===== src/rtl/mips_multicycle_controller.sv =====
// Multicycle MIPS control unit: a Moore main FSM that sequences each instruction
// through fetch/decode/execute/memory/writeback, plus a combinational ALU decoder.
//
// Ports:
//   clk, reset      - clock; asynchronous active-high reset forcing FETCH
//   op, funct       - instr[31:26] and instr[5:0] from the instruction register
//   zero            - ALU zero flag, consumed in BEQEX
//   MemWrite, IRWrite, RegWrite, PCEn - datapath write/load enables
//   IorD, RegDst, MemtoReg, ALUSrcA, ALUSrcB, PCSrc - datapath mux selects
//   ALUControl      - ALU operation code
//   state           - current FSM state (debug / observation)
module mips_multicycle_controller (
   input  logic       clk,
   input  logic       reset,
   input  logic [5:0] op,
   input  logic [5:0] funct,
   input  logic       zero,
   output logic       MemWrite,
   output logic       IRWrite,
   output logic       RegWrite,
   output logic       PCEn,
   output logic       IorD,
   output logic       RegDst,
   output logic       MemtoReg,
   output logic       ALUSrcA,
   output logic [1:0] ALUSrcB,
   output logic [1:0] PCSrc,
   output logic [2:0] ALUControl,
   output logic [3:0] state
);

   localparam int unsigned STATE_W = 4;

   localparam logic [5:0] OP_LW    = 6'b100011;
   localparam logic [5:0] OP_SW    = 6'b101011;
   localparam logic [5:0] OP_RTYPE = 6'b000000;
   localparam logic [5:0] OP_BEQ   = 6'b000100;
   localparam logic [5:0] OP_ADDI  = 6'b001000;
   localparam logic [5:0] OP_J     = 6'b000010;

   localparam logic [1:0] ALUOP_ADD   = 2'b00;
   localparam logic [1:0] ALUOP_SUB   = 2'b01;
   localparam logic [1:0] ALUOP_FUNCT = 2'b10;

   typedef enum logic [STATE_W-1:0] {
      FETCH   = 4'd0,
      DECODE  = 4'd1,
      MEMADR  = 4'd2,
      MEMRD   = 4'd3,
      MEMWB   = 4'd4,
      MEMWR   = 4'd5,
      RTYPEEX = 4'd6,
      RTYPEWB = 4'd7,
      BEQEX   = 4'd8,
      ADDIEX  = 4'd9,
      ADDIWB  = 4'd10,
      JEX     = 4'd11
   } state_t;

   state_t     cur_state;
   state_t     nxt_state;

   logic       pc_write;
   logic       branch;
   logic [1:0] alu_op;
   logic       mem_write_s;
   logic       ir_write_s;
   logic       reg_write_s;

   // State register
   always_ff @(posedge clk or posedge reset) begin
      if (reset) cur_state <= FETCH;
      else       cur_state <= nxt_state;
   end

   // Next-state logic; unreachable codes fall back to FETCH
   always_comb begin
      nxt_state = FETCH;
      case (cur_state)
         FETCH:   nxt_state = DECODE;
         DECODE: begin
            case (op)
               OP_LW, OP_SW: nxt_state = MEMADR;
               OP_RTYPE:     nxt_state = RTYPEEX;
               OP_BEQ:       nxt_state = BEQEX;
               OP_ADDI:      nxt_state = ADDIEX;
               OP_J:         nxt_state = JEX;
               default:      nxt_state = FETCH;
            endcase
         end
         MEMADR: begin
            if (op == OP_LW)      nxt_state = MEMRD;
            else if (op == OP_SW) nxt_state = MEMWR;
            else                  nxt_state = FETCH;
         end
         MEMRD:   nxt_state = MEMWB;
         RTYPEEX: nxt_state = RTYPEWB;
         ADDIEX:  nxt_state = ADDIWB;
         default: nxt_state = FETCH;
      endcase
   end

   // Moore output decode
   always_comb begin
      mem_write_s = 1'b0;
      ir_write_s  = 1'b0;
      reg_write_s = 1'b0;
      pc_write    = 1'b0;
      branch      = 1'b0;
      IorD        = 1'b0;
      RegDst      = 1'b0;
      MemtoReg    = 1'b0;
      ALUSrcA     = 1'b0;
      ALUSrcB     = 2'b00;
      PCSrc       = 2'b00;
      alu_op      = ALUOP_ADD;
      case (cur_state)
         FETCH: begin
            ALUSrcB    = 2'b01;
            ir_write_s = 1'b1;
            pc_write   = 1'b1;
         end
         DECODE:  ALUSrcB = 2'b11;
         MEMADR: begin
            ALUSrcA = 1'b1;
            ALUSrcB = 2'b10;
         end
         MEMRD:   IorD = 1'b1;
         MEMWB: begin
            MemtoReg    = 1'b1;
            reg_write_s = 1'b1;
         end
         MEMWR: begin
            IorD        = 1'b1;
            mem_write_s = 1'b1;
         end
         RTYPEEX: begin
            ALUSrcA = 1'b1;
            alu_op  = ALUOP_FUNCT;
         end
         RTYPEWB: begin
            RegDst      = 1'b1;
            reg_write_s = 1'b1;
         end
         BEQEX: begin
            ALUSrcA = 1'b1;
            alu_op  = ALUOP_SUB;
            PCSrc   = 2'b01;
            branch  = 1'b1;
         end
         ADDIEX: begin
            ALUSrcA = 1'b1;
            ALUSrcB = 2'b10;
         end
         ADDIWB:  reg_write_s = 1'b1;
         JEX: begin
            PCSrc    = 2'b10;
            pc_write = 1'b1;
         end
         default: ;
      endcase
   end

   // ALU decoder
   always_comb begin
      ALUControl = 3'b010;
      case (alu_op)
         ALUOP_ADD: ALUControl = 3'b010;
         ALUOP_SUB: ALUControl = 3'b110;
         ALUOP_FUNCT: begin
            case (funct)
               6'b100000: ALUControl = 3'b010;
               6'b100010: ALUControl = 3'b110;
               6'b100100: ALUControl = 3'b000;
               6'b100101: ALUControl = 3'b001;
               6'b101010: ALUControl = 3'b111;
               default:   ALUControl = 3'b010;
            endcase
         end
         default:   ALUControl = 3'b010;
      endcase
   end

   // Enables are masked by reset directly so an aborted instruction cannot
   // write anything in the cycle reset rises.
   assign MemWrite = mem_write_s & ~reset;
   assign IRWrite  = ir_write_s  & ~reset;
   assign RegWrite = reg_write_s & ~reset;
   assign PCEn     = (pc_write | (branch & zero)) & ~reset;
   assign state    = cur_state;

endmodule


===== config.mk =====
export PLATFORM = sky130hd
export DESIGN_NAME = mips_multicycle_controller
export DESIGN_NICKNAME = d
export VERILOG_FILES = /design/src/rtl/mips_multicycle_controller.sv
export SDC_FILE = /design/constraint.sdc
export NUM_CORES = 1
export LEC_CHECK = 0
export CORE_MARGIN = 4
export CORE_UTILIZATION = 38
export DETAILED_ROUTE_END_ITERATION = 10
export GPL_TIMING_DRIVEN = 1
export PLACE_DENSITY = 0.88
export SYNTH_ARGS = -nofsm -noshare
export SYNTH_HDL_FRONTEND = slang
export SYNTH_SLANG_ARGS = --single-unit

===== constraint.sdc =====
create_clock -name clk -period 2.7 [get_ports clk]
set_clock_uncertainty 0.15 [all_clocks]
set_input_delay 0.54 -clock clk [delete_from_list [all_inputs] [get_ports clk]]
set_output_delay 0.54 -clock clk [all_outputs]
set_load 0.02 [all_outputs]

; Yosys cells after proc, flatten, opt, wreduce, memory -nomap -nowiden
; Cells that the tools add are included.
[totals]
register_bits = 4
output_inout_bits = 19
[classes]
eq_ne = 22
n_mux = 18
bitwise = 7
reduce_logical = 8
[op_table]
columns = cell, count
row1 = $eq 6x6->1 const B, 6
row2 = $pmux 4 s6, 1
row3 = $pmux 4 s5, 1
row4 = $eq 4x3->1 const B, 4
row5 = $eq 4x4->1 const B, 4
row6 = $pmux 3 s4, 1
row7 = $mux 1, 9
row8 = $eq 4x2->1 const B, 2
row9 = $pmux 2 s2, 2
row10 = $reduce_or 2->1, 4
row11 = $eq 6x2->1 const B, 1
row12 = $eq 6x3->1 const B, 1
row13 = $eq 6x4->1 const B, 1
row14 = $logic_not 6->1, 1
row15 = $mux 3, 2
row16 = $pmux 2 s3, 1
row17 = $pmux 3 s2, 1
row18 = $and 1x1->1, 5
row19 = $eq 4x1->1 const B, 1
row20 = $logic_not 4->1, 1
row21 = $reduce_or 4->1, 1
row22 = $reduce_or 3->1, 1
row23 = $eq 2x1->1 const B, 1
row24 = $eq 2x2->1 const B, 1
row25 = 2 further kinds, 2

; Depth between registers and ports, before layout
[depth]
ltp_word = 5
mapped_depth = 6
depth_no_buf = 6

; Worst setup path before layout
; OpenSTA, ideal clock, no wires.
[synth_timing]
kind = reg-to-output
startpoint = register cur_state[1] (netlist: state[1])
endpoint = output port ALUControl[2]
arrival_ps = 2045
required_ps = 2010
path_slack_ps = -35
path_stages_with_launch = 7
path_cell_list = dfrtp_1 > buf_6 > buf_4 > nor3_1 > ha_1 > inv_1 > o22ai_1
[synth_via]
elab_chain_cells = 4
[synth_rtl]
columns = element, line_no
row1 = from (decl), 60  ; state_t cur_state;
row2 = from (signal assigned), 73  ; else cur_state <= nxt_state;
row3 = $eq 4x4->1 / $eq 4x3->1 (equally long branches), 117  ; case (cur_state)
row4 = $pmux 2 s2 *, 117
row5 = $eq 2x2->1 / $eq 2x1->1 (equally long branches), 167  ; case (alu_op)
row6 = $pmux 3 s2 *, 167
row7 = to (decl), 28  ; output logic [2:0] ALUControl,
; Mark *: on every way between the ends. The rest lies on a longest branch, timed or not.

; Worst setup path after layout
[layout_timing]
startpoint = register cur_state[2] (netlist: state[2])
endpoint = output port ALUControl[1]
; Same word-level chain as after synthesis.

==> results.sh <==
export IMPL_status="complete, no violations"
export IMPL_start_kind="flip-flop"
export IMPL_yosysSeqAreaShare_pct=16.0
export IMPL_yosys_area_top_type="dfrtp_1"
export IMPL_p_seq_share_pct=14.6
export IMPL_hold_buffers=0
export IMPL_pwr_share_comb_pct=71.8
export IMPL_hp_class="in2async"
export IMPL_seq_area_um2=100
export IMPL_cts_buffers_inserted=3
export IMPL_crit_path_max_fanout=2
export IMPL_drive_gt1_share_pct=21.6
export IMPL_max_slew_margin_pct=75.7
export IMPL_h_tree_depth=1
export IMPL_period_minus_slack_ns=2.58
export IMPL_synth_edf_count=0
export IMPL_viasPerCell=5.42
export IMPL_powerDensity_mw_per_mm2=554
export IMPL_timing_hold_ws_ns=0.477
export IMPL_syn_inst=82
export IMPL_layout_area_overhead_vs_synth_pct=67.9
export IMPL_num_rows=14
export IMPL_switching_share_pct=45.5
export IMPL_clockPowerShare_pct=13.6
export IMPL_synth_area_leaders="dfrtp_1, ha_1, a21oi_1"
export IMPL_post_dp_hpwl_mm=1.60
export IMPL_critPathArrivalTime_ns=1.89
export IMPL_clk_latency_ns=0.24
export IMPL_grt_max_degree=17
export IMPL_wire_per_inst_um=13.9
export IMPL_dp_cells=138
export IMPL_ant_nets=0
export IMPL_path_class="reg2out"
export IMPL_post_route_period_util_pct=95.7
export IMPL_rsz0062_at_grt="no"
export IMPL_grt_pass1_vias=764
export IMPL_diodes=0
export IMPL_multi_input_area_um2=472
export IMPL_fp_dieW_um=48.5
export IMPL_synth_distinct_cells=37
export IMPL_layout_cells_non_filler=141
export IMPL_critPathRequiredTime_ns=2.01
export IMPL_dr_total_vias=764
export IMPL_largest_reg_flops=4
export IMPL_core_mm2=0.00152
export IMPL_start_util_pct=41.0
export IMPL_finalMaxSlewViolations=0
export IMPL_ys_warn_count=0
export IMPL_synth_fp_nets=100
export IMPL_clkSlewWorstSetupHoldPaths_ns=0.04
export IMPL_dieArea_mm2=0.00236
export IMPL_cts_tree="done"
export IMPL_first_pass_iters=4
export IMPL_postCtsSetupRepairBufs=0
export IMPL_yosys_register_bits=4
export IMPL_placed_area_mm2=0.00103
export IMPL_overflow=0
export IMPL_syn_cell_area_um2=624
export IMPL_setup_viol=0
export IMPL_max_vdd_ir_drop_uv=280
export IMPL_finalHoldViolations=0
export IMPL_switchingPower_mw=0.265
export IMPL_synthTopCellsByCount="inv_1, a21oi_1, nor3_1"
export IMPL_synth_most_common_cell="inv_1"
export IMPL_grt_util_all_layers_pct=17.3
export IMPL_intPower_mw=0.317
export IMPL_fin_area_mm2=0.00105
export IMPL_port_buffers=33
export IMPL_dr_first_iter_drc_count=3
export IMPL_pin_count=34
export IMPL_async_flop_share_pct=100
export IMPL_clkSinkCount=4
export IMPL_fin_nets=145
export IMPL_die_y_um=48.5
export IMPL_cap_viol_max_count=0
export IMPL_synth_flop_cell="dfrtp_1"
export IMPL_cp_end_kind="output port"
export IMPL_grt_first_pass_wirelength_mm=3.33
export IMPL_avgSynthCellArea_um2=7.61
export IMPL_cts_buffer_depth=2
export IMPL_synth_top_area_share_pct=16.0
export IMPL_place_gp_congestion=0.839
export IMPL_drc=0
export IMPL_wl_mm=1.95
export IMPL_root_buffer="clkbuf_4"
export IMPL_tightestPinTransition_ns=0.362
export IMPL_fillers=133
export IMPL_leakage_nw=0.456
export IMPL_fmax_ghz=0.387
export IMPL_antenna_found_initial=0
-- cells in the final DEF, fill, tap and decap left out, drive strengths merged --
cell type      synthesis  layout
a2111oi                1       1
a211o                  1       1
a21oi                  6       6
a2bb2oi                1       1
and3b                  2       2
and4bb                 2       2
buf                    5      15
clkbuf                 0       3
clkdlybuf4s50          0      24
dfrtp                  4       4
dlygate4sd2            0       5
dlymetal6s2s           0       1
ha                     3       3
inv                    7       7
nand2                  5       5
nand2b                 3       3
nand3                  2       2
nand3b                 2       2
nand4                  1       1
nor2                   4       4
nor2b                  2       2
nor3                   6       6
nor3b                  3       3
nor4                   2       2
nor4b                  1       1
o2111ai                2       2
o211ai                 1       1
o21a                   1       1
o21ai                  5       5
o22ai                  1       1
or2b                   1       1
or3                    2       2
or3b                   2       2
or4                    1       1
xnor2                  1       1
xor2                   2       2
-- stage by stage --
| stage | setup slack, ns | TNS, ns | util [%] | power, mW |
|---|---|---|---|---|
| 2_1_floorplan | 0.00439 | 0 | - | 0.339 |
| 3_3_place_gp | -0.206 | -0.580 | 67.8 | 0.511 |
| 3_5_place_dp | -0.229 | -0.626 | 67.8 | 0.520 |
| 4_1_cts | 0.0000711 | 0 | 68.3 | 0.584 |
| 5_1_grt | 0.0161 | 0 | 68.8 | 0.624 |
| 6_report | 0.117 | 0 | 68.8 | 0.581 |
-- worst max-delay path, cell delays in order (launching register included) --
cell and delay, ns:
dfrtp_1 0.38, inv_2 0.07, nand2_1 0.06, or3_4 0.33
ha_1 0.31, buf_4 0.14, a211o_1 0.21, buf_2 0.16
-- repair_timing --
action                                  CTS  global route
gates resized for setup                  16             6
cloned                                    0             0
endpoints found under the setup margin    8             4
-- worst paths after layout --
| path | start | end | slack, ns | cells after the start |
|---|---|---|---|---|
| setup / recovery | state[2] | ALUControl[1] | 0.12 | 7 |
| hold / removal | reset | state[2] | 0.48 | 2 |
| max in group asynchronous | reset | state[0] | 1.77 | 2 |
| setup reg to reg | state[3] | state[1] | 1.34 | 4 |
| min in group clk | state[2] | state[3] | 0.54 | 4 |
| hold reg to reg | state[2] | state[3] | 0.54 | 4 |
-- layer usage --
layer  up-vias  global-route usage, %  wire (um)
met2        17                   29.6       1050
met1       355                   19.4        835
met5         -                      0          0
met3         2                   3.37         50
li1        390                      -          -
met4         0                   10.3         20
-- power by group through the flow --
stage	Combinational [mW]	Clock [mW]	Sequential (mW)
after floorplan	0.229	0	0.110
after global placement	0.426	0	0.0847
after detailed placement	0.435	0	0.0849
after CTS	0.417	0.0825	0.0843
after global routing	0.450	0.0843	0.0890
final	0.417	0.0790	0.0850
-- cells by family after synthesis --
group | share of synthesized area (%)
AOI/OAI and AO/OA | 20.2
adders and majority gates | 6.01
DFF | 16.0
xor gates and xnor gates | 4.21
buffers and inverters | 11.0
and+or+nand+nor | 42.5
-- layout make-up --
cell class                      instances  share of cell area (%)
Clock buffer                            3                    2.15
Inverter                                7                    2.51
Multi-Input combinational cell         66                    45.0
Sequential cell                         4                    9.55
Tap cell                               16                    1.91
Timing Repair Buffer                   45                    38.9
No activity file was read; power rests on OpenSTA's default activity.
